<file path="src/rtl/fft_pkg.sv">
// Shared types and derived constants for the in-place radix-2 FFT stage sequencer.
`timescale 1ns/1ps
package fft_pkg;

  typedef enum logic [1:0] {
    ST_IDLE,
    ST_ISSUE,
    ST_DRAIN,
    ST_DONE
  } fft_state_e;

  function automatic int fft_n(input int log2n);
    return 1 << log2n;
  endfunction

  function automatic int fft_half_n(input int log2n);
    return 1 << (log2n - 1);
  endfunction

  // Read-to-write distance: memory/ROM read latency plus butterfly latency.
  function automatic int fft_delay(input int rd_lat, input int bf_latency);
    return rd_lat + bf_latency;
  endfunction

  localparam int FFT_LOG2N  = 5;
  localparam int FFT_N      = fft_n(FFT_LOG2N);
  localparam int FFT_HALF_N = fft_half_n(FFT_LOG2N);
  localparam int FFT_D      = fft_delay(1, 8);

endpackage

</file>
<file path="src/rtl/clock_delay.sv">
// Fixed-depth shift register delaying a bus by DEPTH clock cycles, cleared by clr.
`timescale 1ns/1ps
module clock_delay #(
  parameter int WIDTH = 1,
  parameter int DEPTH = 1
) (
  input  logic             clk,
  input  logic             clr,
  input  logic [WIDTH-1:0] d,
  output logic [WIDTH-1:0] q
);

  logic [WIDTH-1:0] taps [DEPTH];

  always_ff @(posedge clk or posedge clr) begin
    if (clr) begin
      for (int i = 0; i < DEPTH; i++) taps[i] <= '0;
    end else begin
      taps[0] <= d;
      for (int i = 1; i < DEPTH; i++) taps[i] <= taps[i-1];
    end
  end

  assign q = taps[DEPTH-1];

endmodule

</file>
<file path="src/rtl/fft_stage_controller.sv">
// Issue sequencer for an in-place radix-2 DIT FFT: one butterfly per cycle, stage-by-stage,
// with a drain gap per stage so no read overtakes the previous stage's write-back.
`timescale 1ns/1ps
module fft_stage_controller
  import fft_pkg::*;
#(
  parameter int LOG2N      = 5,
  parameter int RD_LAT     = 1,
  parameter int BF_LATENCY = 8
) (
  input  logic                     clk,
  input  logic                     clr,
  input  logic                     start,
  output logic                     busy,
  output logic                     done,
  output logic [$clog2(LOG2N)-1:0] stage,
  output logic                     rd_en,
  output logic [LOG2N-1:0]         rd_addr_a,
  output logic [LOG2N-1:0]         rd_addr_b,
  output logic [LOG2N-2:0]         tw_addr,
  output logic                     wr_en,
  output logic [LOG2N-1:0]         wr_addr_a,
  output logic [LOG2N-1:0]         wr_addr_b
);

  localparam int D      = fft_delay(RD_LAT, BF_LATENCY);
  localparam int HALF_N = fft_half_n(LOG2N);
  localparam int SW     = $clog2(LOG2N);
  localparam int KW     = LOG2N - 1;
  localparam int CW     = (D > 1) ? $clog2(D) : 1;
  localparam int PW     = 2 * LOG2N + 1;

  fft_state_e      state_q, state_d;
  logic [SW-1:0]   stage_q, stage_d;
  logic [KW-1:0]   k_q, k_d;
  logic [CW-1:0]   drain_q, drain_d;

  logic last_k, last_drain, last_stage;

  assign last_k     = (k_q == KW'(HALF_N - 1));
  assign last_drain = (drain_q == CW'(D - 1));
  assign last_stage = (stage_q == SW'(LOG2N - 1));

  always_ff @(posedge clk or posedge clr) begin
    if (clr) begin
      state_q <= ST_IDLE;
      stage_q <= '0;
      k_q     <= '0;
      drain_q <= '0;
    end else begin
      state_q <= state_d;
      stage_q <= stage_d;
      k_q     <= k_d;
      drain_q <= drain_d;
    end
  end

  always_comb begin
    state_d = state_q;
    stage_d = stage_q;
    k_d     = k_q;
    drain_d = drain_q;
    case (state_q)
      ST_IDLE: begin
        if (start) begin
          state_d = ST_ISSUE;
          stage_d = '0;
          k_d     = '0;
        end
      end
      ST_ISSUE: begin
        k_d = k_q + KW'(1);
        if (last_k) begin
          k_d     = '0;
          drain_d = '0;
          state_d = ST_DRAIN;
        end
      end
      ST_DRAIN: begin
        drain_d = drain_q + CW'(1);
        if (last_drain) begin
          if (!last_stage) begin
            stage_d = stage_q + SW'(1);
            k_d     = '0;
            state_d = ST_ISSUE;
          end else begin
            state_d = ST_DONE;
          end
        end
      end
      ST_DONE: state_d = ST_IDLE;
      default: state_d = ST_IDLE;
    endcase
  end

  assign busy  = (state_q == ST_ISSUE) || (state_q == ST_DRAIN);
  assign done  = (state_q == ST_DONE);
  assign rd_en = (state_q == ST_ISSUE);
  assign stage = stage_q;

  // Butterfly index k splits into a group and a position within a span of 2^stage.
  logic [LOG2N-1:0] k_ext, span, pos, grp, addr_a, addr_b, tw_full;

  always_comb begin
    k_ext   = {1'b0, k_q};
    span    = LOG2N'(1) << stage_q;
    pos     = k_ext & (span - LOG2N'(1));
    grp     = k_ext >> stage_q;
    addr_a  = (grp << (int'(stage_q) + 1)) | pos;
    addr_b  = addr_a + span;
    tw_full = pos << (LOG2N - 1 - int'(stage_q));
  end

  // Addresses are forced to zero outside ISSUE so idle and write-back buses stay quiet.
  assign rd_addr_a = rd_en ? addr_a : '0;
  assign rd_addr_b = rd_en ? addr_b : '0;
  assign tw_addr   = rd_en ? tw_full[LOG2N-2:0] : '0;

  // p0: issue-side bundle entering the write-back delay line
  logic [PW-1:0] wr_pipe_p0, wr_pipe_pd;

  assign wr_pipe_p0 = {rd_en, rd_addr_a, rd_addr_b};

  clock_delay #(
    .WIDTH (PW),
    .DEPTH (D)
  ) u_wr_delay (
    .clk (clk),
    .clr (clr),
    .d   (wr_pipe_p0),
    .q   (wr_pipe_pd)
  );

  // pd: bundle emerging D cycles later, aligned with butterfly results
  assign {wr_en, wr_addr_a, wr_addr_b} = wr_pipe_pd;

endmodule

</file>
<file path="config.mk">
export PLATFORM = sky130hd
export DESIGN_NAME = fft_stage_controller
export DESIGN_NICKNAME = d
export VERILOG_FILES = /design/src/rtl/fft_pkg.sv /design/src/rtl/clock_delay.sv /design/src/rtl/fft_stage_controller.sv
export SDC_FILE = /design/constraint.sdc
export NUM_CORES = 1
export LEC_CHECK = 0
export ABC_CLOCK_PERIOD_IN_PS = 3120
export BUFFER_PORTS_ARGS = -buffer_cell sky130_fd_sc_hd__buf_2
export CORE_MARGIN = 3
export CORE_UTILIZATION = 33
export DETAILED_ROUTE_END_ITERATION = 12
export PLACE_DENSITY = 0.53
export SYNTH_ARGS = -nofsm -noshare
export SYNTH_HDL_FRONTEND = slang
export SYNTH_HIERARCHICAL = 1
export SYNTH_SLANG_ARGS = --single-unit
export TNS_END_PERCENT = 100
</file>
<file path="constraint.sdc">
create_clock -name clk -period 3.12 [get_ports clk]
set_clock_uncertainty 0.15 [all_clocks]
set_input_delay 0.156 -clock clk [delete_from_list [all_inputs] [get_ports clk]]
set_output_delay 0.156 -clock clk [all_outputs]
set_load 0.03 [all_outputs]
</file>
==> flow_metrics.tcl, run 1 <==
set metrics [dict create \
    status "complete, but fails checks" \
    failed_checks "setup timing" \
    core_um2 11700 \
    final.setup.worst_slack_ps -261 \
    cpMostUsedCell "ha_4" \
    crit_arrival_ps 3070 \
    die_w_um 117 \
    synth.distinct_cells 50 \
    ir_worst_vdd_mv 0.463 \
    worst_path_largest_cell_delay_ps 500 \
    startpoint_type "flip-flop" \
    setup_viol 2 \
    grt_max_degree 51 \
    drc 0 \
    path_max_fanout 7 \
    dr.pass1.iters 4 \
    fin_tns_setup_ps -318 \
    die_y_um 117 \
    slew_viol_final 0 \
    nets 366 \
    place_inst 467 \
    final_core_util_pct 42.8 \
    cts_sinks 112 \
    synth_nets 308 \
    max_freq_ghz 0.296 \
    synth-main-ff-cell "dfrtp_1" \
    async_flop_share_pct 100 \
    insertion_delay_ps 340 \
    cpLargestDelayFamily "simple AND/OR/NAND/NOR gates" \
    syn_inst 285 \
    rsz0062_at_grt "true" \
    start_util_pct 34.6 \
    cts_tree "built" \
    ioPinCount 34 \
    relSlewSlack_pct 61.3 \
    endpoint_kind "output pin" \
    ctsLongestPathBuffers 2 \
    grt_pass1_vias 2343 \
    path_buf_inv 2 \
    post-dp-hpwl_um 4950 \
    port_buffers 33 \
    seq_area_frac_synth_pct 69.5 \
    cp_cell_sequence "inv_4 > ha_4 > or4_4 > o22ai_4 > ha_4 > fa_2 > nand3_2 > and3_1 > or3_4 > mux2i_4 > buf_6" \
    placed_area_um2 4500 \
    cts-buffers-inserted 9 \
    powerDensity_nw_per_um2 1030 \
    synth_edf_count 0 \
    synth-seq-cells 112 \
    area_growth_pct 23.8 \
    required_ps 2810 \
    synth_area_um2 4030 \
    drive_above_1_share_pct 32.5 \
    via_per_inst 4.64 \
    routabilityCongestion 0.820 \
    design_area_um2 4990 \
    postRouteAntennaNets 0 \
    finalCritPeriodShare_pct 108 \
    cap_viol_max_count 0 \
    drtIter0Drc 97 \
    antenna_found_initial 0 \
    cpMaxStageDelayCell "or4_4" \
    power.leakage_uw 0.00249 \
    final-hold-violation-count 0 \
    rows 39 \
    clockRootBuffer "clkbuf_16" \
    wire_per_inst_um 14.5 \
    overflow 0 \
    holdCritPathClass "flip-flop to flip-flop" \
    grt_pass1_wl_um 12000 \
    syn_area_per_cell_um2 14.1 \
    grt_usage_pct 11.6 \
    critPathKind "flip-flop to output pin" \
    dieArea_um2 13600 \
    synth_largest_area_cell "dfrtp_1" \
    clkTransAtPathRegs_ps 80 \
    worst_pin_slew_ps 581 \
    netlist_top_cells_area "dfrtp_1 70%, ha_1 5.9%, buf_4 2.0%" \
    diodes 0 \
    cts_max_level 3 \
    min_period_ps 3380 \
    wl_um 7130 \
    r2r_slack_ps 310 \
    vias 2277 \
    yosysTopAreaCellShare_pct 69.5 \
    yosys_warnings 6 \
    fin_cells 491 \
]
==> path summary, 6_finish.rpt <==
kind                                                 end  cells after the start                          start
hold reg to reg            u_wr_delay/taps[16]$_DFF_PP0_                      0  u_wr_delay/taps[27]$_DFF_PP0_
min in group asynchronous  u_wr_delay/taps[88]$_DFF_PP0_                      3                            clr
setup / recovery                            rd_addr_b[4]                     11           stage[1]$_DFFE_PP0P_
setup reg to reg           u_wr_delay/taps[92]$_DFF_PP0_                     10           stage[1]$_DFFE_PP0P_
hold / removal             u_wr_delay/taps[16]$_DFF_PP0_                      0  u_wr_delay/taps[27]$_DFF_PP0_
max in group asynchronous  u_wr_delay/taps[72]$_DFF_PP0_                      4                            clr
==> cell families after synthesis <==
group | after synthesis | synth area share [%]
DFF | 112 | 69.5
AOI/OAI and AO/OA | 57 | 10.5
and+or+nand+nor | 49 | 6.40
buffers and inverters | 36 | 4.66
adders and majority gates | 20 | 6.40
xor gates and xnor gates | 6 | 1.30
muxes | 5 | 1.24
==> report_power, final <==
| part | switching (uW) | internal (uW) |
|---|---|---|
| registers | 147 | 1810 |
| clock network | 528 | 560 |
| logic | 1220 | 858 |
==> synthesized netlist by cell type, types with 2 or more instances <==
cell,count
dfrtp_1,112
nand3_1,7
nand3b_1,2
a211oi_1,2
a22o_1,6
xor2_1,5
inv_1,16
nor3_1,3
buf_4,11
a21o_1,3
and3_1,2
ha_1,19
a32o_1,4
nand2_1,10
o21a_1,2
a21oi_1,7
nor2_1,8
o21ai_0,11
o31ai_1,2
a31oi_1,3
buf_2,3
clkbuf_1,5
and2_1,5
nor2b_1,6
o211ai_1,2
mux2i_1,5
==> flip-flops by register name (all words and copies together), names as in the netlist <==
signal / flops
u_wr_delay/taps: 88
drain_q: 4
u_wr_delay/q: 11
k_q: 4
state_q: 2
stage: 3
==> cells in the final DEF (no fill, tap or decap), types with 2 or more instances in the layout <==
| cell type | synthesis | final |
|---|---|---|
| a211oi_1 | 2 | 2 |
| and2_1 | 5 | 5 |
| buf_6 | 1 | 2 |
| mux2i_1 | 5 | 4 |
| dfrtp_2 | 0 | 3 |
| nor3_1 | 3 | 2 |
| ha_4 | 0 | 5 |
| o211ai_1 | 2 | 2 |
| inv_1 | 16 | 12 |
| clkinvlp_4 | 0 | 2 |
| xor2_1 | 5 | 4 |
| ha_1 | 19 | 13 |
| dfrtp_1 | 112 | 109 |
| a32o_1 | 4 | 4 |
| a31oi_1 | 3 | 3 |
| o21a_1 | 2 | 2 |
| clkbuf_1 | 5 | 2 |
| nor2b_1 | 6 | 6 |
| nor2_1 | 8 | 6 |
| o21ai_0 | 11 | 9 |
| buf_2 | 3 | 30 |
| a21oi_1 | 7 | 5 |
| inv_8 | 0 | 2 |
| a21oi_2 | 1 | 3 |
| and3_1 | 2 | 2 |
| inv_6 | 0 | 2 |
| clkbuf_16 | 0 | 9 |
| nand2_1 | 10 | 9 |
| inv_4 | 0 | 2 |
| nand3_1 | 7 | 6 |
| nand3b_1 | 2 | 2 |
| a22o_1 | 6 | 6 |
| buf_4 | 11 | 34 |
| a21o_1 | 3 | 3 |
| nor2_2 | 0 | 2 |
==> metrics by stage <==
step	hold slack [ps]	worst slack, ps	total power [uW]
detailed placement	116	-55.5	3820
floorplan	-117	8.43	3260
global placement	103	4.42	3800
finish	195	-261	5120
CTS	196	-287	5070
global route	198	-397	5470
==> layer usage <==
layer	wire (um)	GRT usage (%)	part of all wire (%)
met1	3120	14.4	44
met2	3600	19.3	51
met3	248	3.26	3.5
met4	155	4.41	2.2
met5	0	0	0
==> repair_timing <==
action,in CTS,in global routing
cloned,0,0
setup buffers,2,5
hold buffers,1,0
gates resized for setup,19,12
endpoints found under the hold margin,61,0
setup endpoints to repair,3,4
pin swaps,4,11
==> layout make-up <==
class                           instances  area, um^2
Multi-Input combinational cell        137        1220
Sequential cell                       112        2810
Inverter                               16        68.8
Clock buffer                           11         233
Tap cell                              143         179
Fill cell                            1070        6670
Timing Repair Buffer                   67         438
Clock inverter                          5        47.5
Power figures use the tool's default switching activity.
==> run 2, diff against run 1 <==
--- a/config.mk
+++ b/config.mk
@@ -5,12 +5,11 @@
 export SDC_FILE = /design/constraint.sdc
 export NUM_CORES = 1
 export LEC_CHECK = 0
-export ABC_CLOCK_PERIOD_IN_PS = 3120
+export ABC_CLOCK_PERIOD_IN_PS = 4070
 export BUFFER_PORTS_ARGS = -buffer_cell sky130_fd_sc_hd__buf_2
-export CORE_MARGIN = 3
-export CORE_UTILIZATION = 33
+export CORE_UTILIZATION = 40
 export DETAILED_ROUTE_END_ITERATION = 12
-export PLACE_DENSITY = 0.53
+export PLACE_DENSITY = 0.61
 export SYNTH_ARGS = -nofsm -noshare
 export SYNTH_HDL_FRONTEND = slang
 export SYNTH_HIERARCHICAL = 1
==> constraint.sdc (replaced) <==
create_clock -name clk -period 4.07 [get_ports clk]
set_clock_uncertainty 0.15 [all_clocks]
set_input_delay 0.2035 -clock clk [delete_from_list [all_inputs] [get_ports clk]]
set_output_delay 0.2035 -clock clk [all_outputs]
set_load 0.03 [all_outputs]
==> flow_metrics.tcl, run 2 (synthesis results as in run 1) <==
set metrics [dict create \
    largest-register "u_wr_delay/taps" \
    postRouteAntennaNets 0 \
    crit_arrival_ps 3500 \
    final-hold-violation-count 0 \
    clockRootBuffer "clkbuf_8" \
    place_worst_setup_slack_ps 563 \
    ctsLongestPathBuffers 2 \
    grt_pass1_vias 2095 \
    holdCritPathClass "flip-flop to flip-flop" \
    port_buffers 33 \
    power.leakage_uw 0.00232 \
    cts_sinks 112 \
    nets 340 \
    wl_um 6040 \
    path_max_fanout 7 \
    fin_tns_setup_ps 0 \
    powerDensity_nw_per_um2 749 \
    via_per_inst 4.80 \
    ir_worst_vdd_mv 0.347 \
    die_w_um 102 \
    cts_tree "built" \
    required_ps 3720 \
    cpLargestDelayFamily "simple AND/OR/NAND/NOR gates" \
    worst_pin_slew_ps 722 \
    cap_viol_max_count 0 \
    cts-buffers-inserted 9 \
    slew_viol_final 0 \
    critPathKind "flip-flop to output pin" \
    power_uw 3400 \
    cpMaxStageDelayCell "or4_1" \
    cts_max_level 3 \
    cts_setup_buffers 0 \
    relSlewSlack_pct 51.9 \
    core_um2 9770 \
    drtIter0Drc 55 \
    final_common_cell "dfrtp_1" \
    post-dp-hpwl_um 4140 \
    most-common-layout-cells "112 x dfrtp_1, 32 x buf_2, 18 x ha_1, 14 x inv_1, 11 x o21ai_0" \
    ioPinCount 34 \
    finalCritPeriodShare_pct 94.6 \
    rows 36 \
    min_period_ps 3850 \
    setup_viol 0 \
    area_growth_pct 12.6 \
    hold_ws_ps 192 \
    worst_path_largest_cell_delay_ps 520 \
    vias 2182 \
    dr.pass1.iters 4 \
    final.setup.worst_slack_ps 221 \
    startpoint_type "flip-flop" \
    insertion_delay_ps 370 \
    die_y_um 102 \
    dieArea_um2 10500 \
    diodes 0 \
    largest_reg_flops 88 \
    drive_above_1_share_pct 20.2 \
    max_freq_ghz 0.260 \
    grt_pass1_wl_um 10100 \
    wire_per_inst_um 13.3 \
    endpoint_kind "output pin" \
    overflow 0 \
    routabilityCongestion 0.889 \
    start_util_pct 41.2 \
    rsz0062_at_grt "false" \
    grt_usage_pct 12.8 \
    cp_cell_sequence "inv_2 > ha_2 > or4_1 > o22ai_1 > ha_1 > fa_1 > nand3_1 > and3_1 > or3_1 > mux2i_2 > clkbuf_4" \
    clkTransAtPathRegs_ps 110 \
    path_buf_inv 2 \
    drc 0 \
    status "finished clean" \
    grt_max_degree 66 \
    antenna_found_initial 0 \
]
## run 2: changes by cell type in the layout (fill, tap and decap cells not counted), moves of 3 or more
cell,before,now
clkbuf_8,0,9
ha_4,5,0
dfrtp_2,3,0
ha_1,13,18
buf_4,34,7
clkbuf_16,9,0
dfrtp_1,109,112
## run 2: layout make-up
type	instances	area, um^2
Clock buffer	9	124
Clock inverter	7	100
Fill cell	894	5240
Inverter	16	62.6
Multi-Input combinational cell	137	1050
Sequential cell	112	2800
Tap cell	133	166
Timing Repair Buffer	41	230
## run 2: timing repair
item | CTS | global route
resized for setup | 0 | 5
hold buffers | 1 | 0
endpoints found under the setup margin | 0 | 1
endpoints found under the hold margin | 77 | 0
## run 2: path summary, 6_finish.rpt
path	start	endpoint	slack (ps)	depth (start not counted)
min	u_wr_delay/taps[90]$_DFF_PP0_	u_wr_delay/taps[79]$_DFF_PP0_	190	0
max	stage[0]$_DFFE_PP0P_	rd_addr_b[4]	220	11
min reg2reg	u_wr_delay/taps[90]$_DFF_PP0_	u_wr_delay/taps[79]$_DFF_PP0_	190	0
max in group asynchronous	clr	u_wr_delay/taps[55]$_DFF_PP0_	2480	4
max reg2reg	stage[0]$_DFFE_PP0P_	u_wr_delay/taps[92]$_DFF_PP0_	940	10
min in group asynchronous	clr	drain_q[2]$_DFFE_PP0P_	290	3
## run 2: stage by stage
stage | area [um^2] | utilization, % | std cells
finish | 4540 | 46.4 | 455
global route | 4540 | 46.4 | 455
CTS | 4520 | 46.3 | 455
detailed placement | 4290 | 43.9 | 438
global placement | 4290 | 43.9 | 438
floorplan | 4030 | - | 285
## run 2: layer usage
metal / up-vias / wire (um) / GRT usage, %
li1: 1033 / - / -
met5: - / 0 / 0
met1: 1080 / 2700 / 15.6
met4: 0 / 114 / 6.48
met2: 54 / 2940 / 20.9
met3: 15 / 285 / 3.69
## run 2: power breakdown
group	internal, uW	total [uW]	switching (uW)
logic	430	1220	785
registers	1380	1490	111
clock network	305	691	386
